$ cat src/rtl/restoring_divider_unit.sv
// restoring_divider_unit
//   Sequential unsigned restoring (shift-and-subtract) divider. One quotient
//   bit is resolved per clock. It uses the same start/done handshake as the
//   shift-and-add multiplier.
//
// Ports
//   clk          rising-edge clock
//   rst          synchronous active-high reset; abandons any operation in flight
//   start        request, sampled only while idle
//   dividend     unsigned dividend, captured on an accepted start
//   divisor      unsigned divisor, captured on an accepted start
//   busy         high while iterating
//   done         one-cycle pulse: quotient/remainder/div_by_zero are valid
//   quotient     registered quotient, held until the next completion
//   remainder    registered remainder, held until the next completion
//   div_by_zero  registered flag, valid with done, held like quotient
module restoring_divider_unit #(
    parameter int WIDTH = 6
) (
    input  logic             clk,
    input  logic             rst,
    input  logic             start,
    input  logic [WIDTH-1:0] dividend,
    input  logic [WIDTH-1:0] divisor,
    output logic             busy,
    output logic             done,
    output logic [WIDTH-1:0] quotient,
    output logic [WIDTH-1:0] remainder,
    output logic             div_by_zero
);

    localparam int CW = $clog2(WIDTH + 1);

    typedef enum logic [1:0] {
        IDLE = 2'd0,
        RUN  = 2'd1,
        DONE = 2'd2
    } state_t;

    state_t state, next_state;

    logic [WIDTH:0]   r;        // partial remainder, one bit wider than operands
    logic [WIDTH-1:0] q;        // dividend shifting out / quotient shifting in
    logic [WIDTH-1:0] d;        // captured divisor
    logic [CW-1:0]    count;    // iterations still to perform

    logic             accept;
    logic             zero_div;
    logic             last_iter;
    logic [WIDTH:0]   r_shift;
    logic [WIDTH+1:0] trial;
    logic             trial_neg;
    logic [WIDTH:0]   r_next;
    logic [WIDTH-1:0] q_next;

    // One restoring step: shift {R,Q} left, trial-subtract D and keep the
    // difference only when it did not borrow. R < D always holds between
    // steps, so the bit shifted out of R's top is always zero.
    always_comb begin
        r_shift   = {r[WIDTH-1:0], q[WIDTH-1]};
        trial     = {1'b0, r_shift} - {2'b00, d};
        trial_neg = trial[WIDTH+1];
        r_next    = trial_neg ? r_shift : trial[WIDTH:0];
        q_next    = {q[WIDTH-2:0], ~trial_neg};
    end

    always_comb begin
        accept    = (state == IDLE) && start;
        zero_div  = (divisor == '0);
        last_iter = (count == CW'(1));
    end

    // State register
    always_ff @(posedge clk) begin
        if (rst) begin
            state <= IDLE;
        end else begin
            state <= next_state;
        end
    end

    // Next-state logic
    always_comb begin
        next_state = state;
        case (state)
            IDLE: begin
                if (start) begin
                    next_state = zero_div ? DONE : RUN;
                end
            end
            RUN: begin
                if (last_iter) begin
                    next_state = DONE;
                end
            end
            DONE:    next_state = IDLE;
            default: next_state = IDLE;
        endcase
    end

    // Output decode: registered state only, no path from the inputs
    always_comb begin
        busy = (state == RUN);
        done = (state == DONE);
    end

    // Datapath and result registers
    always_ff @(posedge clk) begin
        if (rst) begin
            r           <= '0;
            q           <= '0;
            d           <= '0;
            count       <= '0;
            quotient    <= '0;
            remainder   <= '0;
            div_by_zero <= 1'b0;
        end else begin
            if (accept) begin
                if (zero_div) begin
                    quotient    <= '1;
                    remainder   <= dividend;
                    div_by_zero <= 1'b1;
                end else begin
                    r     <= '0;
                    q     <= dividend;
                    d     <= divisor;
                    count <= CW'(WIDTH);
                end
            end else if (state == RUN) begin
                r     <= r_next;
                q     <= q_next;
                count <= count - CW'(1);
                if (last_iter) begin
                    quotient    <= q_next;
                    remainder   <= r_next[WIDTH-1:0];
                    div_by_zero <= 1'b0;
                end
            end
        end
    end

endmodule
$ cat config.mk
export PLATFORM = sky130hd
export DESIGN_NAME = restoring_divider_unit
export DESIGN_NICKNAME = d
export VERILOG_FILES = /design/src/rtl/restoring_divider_unit.sv
export SDC_FILE = /design/constraint.sdc
export NUM_CORES = 1
export LEC_CHECK = 0
export BUFFER_PORTS_ARGS = -buffer_cell sky130_fd_sc_hd__buf_2
export CAP_MARGIN = 20
export CORE_ASPECT_RATIO = 0.9
export CORE_UTILIZATION = 50
export DETAILED_ROUTE_END_ITERATION = 7
export PLACE_DENSITY = 0.82
export SYNTH_ARGS = -nofsm -noshare
export SYNTH_HDL_FRONTEND = slang
export SYNTH_SLANG_ARGS = --single-unit
$ cat constraint.sdc
create_clock -name clk -period 2.6 [get_ports clk]
set_input_delay 0.52 -clock clk [delete_from_list [all_inputs] [get_ports clk]]
set_output_delay 0.52 -clock clk [all_outputs]
set_load 0.01 [all_outputs]
==> out/results.ini <==
[worst_hold_path]
min-delay-start = d[1]$_SDFFE_PP0P_
hold_class = register to register
min_path_cells = 2
min_to = d[1]$_SDFFE_PP0P_

[worst_setup_path]
crit_required_ns = 2.81
crit_buf_inv = 1
critPathMaxStageDelay_ns = 0.51
cp_top_family = compound AO/OA/AOI/OAI gates
worstPathMaxFanout = 4
reg2reg_to = r[5]$_SDFFE_PP0P_
cp-start-kind = register
crit_chain = inv_1 > ha_1 > o211ai_1 > a21o_1 > a21oi_1 > or4b_1 > a311oi_1
worstPathArrival_ns = 2.23
crit_path_end_kind = register
critPathKind = register to register
rrSetupSlack_ns = 0.57
reg2reg_from = d[2]$_SDFFE_PP0P_
worstRegToRegCells = 7
critical-path-slowest-cell = or4b_1

[placed_design]
portBuffers = 29
hpwl_um = 2750
dp_cells = 270
gp_routability_congestion = 0.826

[yosys]
synth_area_um2 = 1760
synth_edf_count = 0
ys.flop_type = dfxtp_1
ys_seq_area_share_pct = 40.9
synthCells = 202
ys_async_sr_fraction_pct = 0
synth_common_cells = dfxtp_1, nand2_1, nor2_1, inv_1, a21oi_1
synth_cell_type_count = 34
synth_seq_cells = 36
yosys.cell_count.top_type = dfxtp_1
syn_area_per_cell_um2 = 8.73
post-synth-top-area-cell = dfxtp_1
ys_warn_count = 0
synthTopCellsByArea = dfxtp_1, nand2_1, nor2_1, ha_1, a311oi_1
synth_nets = 226
yosysTopAreaCellShare_pct = 40.9

[detailed_routing]
dr.first_iter.drc_count = 82
wl_per_cell_um = 13.7
antenna_left = 0
num_vias = 1519
routed_wl_um = 3800
viasPerCell = 5.46
first_pass_iters = 4
drc = 0

[floorplan]
die_h_um = 58.3
rows = 20
die_x_um = 64.6
core-area_um2 = 3380
die_area_um2 = 3770
start_util_pct = 52.2
ioPinCount = 30

[timing]
hold_violations = 0
fin_skew_ns = 0.00288
period_share_pct = 78.0
rsz0062_at_grt = no
maxSlewHeadroom_pct = 68.8
tightest_slew_ns = 0.463
final.min_clock_period_ns = 2.03
finalMaxSlewViolations = 0
fmax_mhz = 493
finalSetupViolations = 0
finalSetupTns_ns = 0

[cells_and_area]
layout-drive-gt1-share_pct = 23.1
area_growth_pct = 16.3
num_antenna_cells = 0
final_cells = 278
final_nets = 257

[cts]
cts_made_buffers = 5
insertion_delay_ns = 0.29
post_cts_buffers = 0
cts_resized = 0
ctsHoldBuffers = 0
htree_levels = 2
cts-root-buf = clkbuf_8
cts_sinks = 36
cts_max_path_buffers = 2
clk_pin_slew_ns = 0.07
cts_tree = done

[run]
maxCapViolations = 0

[global_routing]
grt_pass1_wl_um = 6220
grt_pass1_vias = 1398
grt_use_total_pct = 22.4
grt_max_degree = 27
overflow = 0
antenna_found_initial = 0

[pwr]
ir_drop_mv = 0.441
power.density_nw_per_um2 = 728
p_total_w = 0.00149
leakage_nw = 0.862

[run_status]
status = finished, final reports clean

==> tightest hold or removal path: stages, from the launching register on <==
cell,delay [ns]
dfxtp_1,0.31
nand2_1,0.05
a21oi_1,0.05
==> cells in the final DEF, fill, tap and decap left out, types with 2 or more instances in the layout <==
| cell | count |
|---|---|
| nor2_1 | 28 |
| dfxtp_1 | 36 |
| nand2b_1 | 2 |
| o21ai_0 | 8 |
| a211oi_1 | 9 |
| a21oi_1 | 12 |
| a311oi_1 | 9 |
| ha_1 | 8 |
| a21o_1 | 3 |
| a22oi_1 | 4 |
| buf_2 | 29 |
| clkbuf_8 | 5 |
| nand3_1 | 4 |
| nor2b_1 | 2 |
| inv_1 | 14 |
| a311oi_2 | 4 |
| o221a_2 | 5 |
| nand2_1 | 28 |
| xor2_1 | 3 |
| buf_4 | 5 |
==> power by group <==
part | switching (W) | internal, W
sequential | 0.0000388 | 0.000599
combinational | 0.000217 | 0.000152
clock | 0.000201 | 0.000284
total | 0.000457 | 0.00104
==> sequential cells by signal, summed over array words and instances (netlist names) <==
signal	cells
div_by_zero	1
r	6
quotient	6
d	6
state	2
count	3
q	6
remainder	6
==> final cells by class <==
cell class              instances  area (um^2)
repair buffers                 34          183
multi-input cells             142          931
well taps                      44         55.1
clock inverters                 2         35.0
fillers                       327         1330
flip-flops and latches         36          721
clock buffers                   6         72.6
inverters                      14         52.6
==> through the flow <==
stage          setup slack, ns  area (um^2)  hold WS, ns  utilization, %
2_1_floorplan            0.655         1760        0.436               -
3_3_place_gp             0.430         1940        0.443            57.5
3_5_place_dp             0.388         1940        0.448            57.5
4_1_cts                  0.568         2050        0.458            60.7
5_1_grt                  0.420         2050        0.467            60.7
6_report                 0.573         2050        0.456            60.7
==> layer usage <==
metal	share of wire [%]	global-route usage (%)
met1	48	28.9
met4	1.6	9.84
met3	5.8	7.17
met2	45	34.6
met5	0	0
==> cell families after synthesis <==
kind of cell	synth area share [%]
compound gates	25.0
buf+inv	6.32
xor+xnor	1.99
fa+ha+maj	6.81
flops	40.9
mux	0.639
simple gates	18.4
==> how the worst max path moves through the flow <==
stage,startpoint,end,slack [ns],cells after the start
global route,d[2]$_SDFFE_PP0P_,r[5]$_SDFFE_PP0P_,0.42,7
floorplan,d[4]$_SDFFE_PP0P_,r[0]$_SDFFE_PP0P_,0.66,7
detailed placement,divisor[5],remainder[4]$_SDFFE_PP0P_,0.39,6
CTS,d[2]$_SDFFE_PP0P_,r[5]$_SDFFE_PP0P_,0.57,7
finish,d[2]$_SDFFE_PP0P_,r[5]$_SDFFE_PP0P_,0.57,7
global placement,divisor[5],remainder[2]$_SDFFE_PP0P_,0.43,6
(Power assumes the default switching activity.)
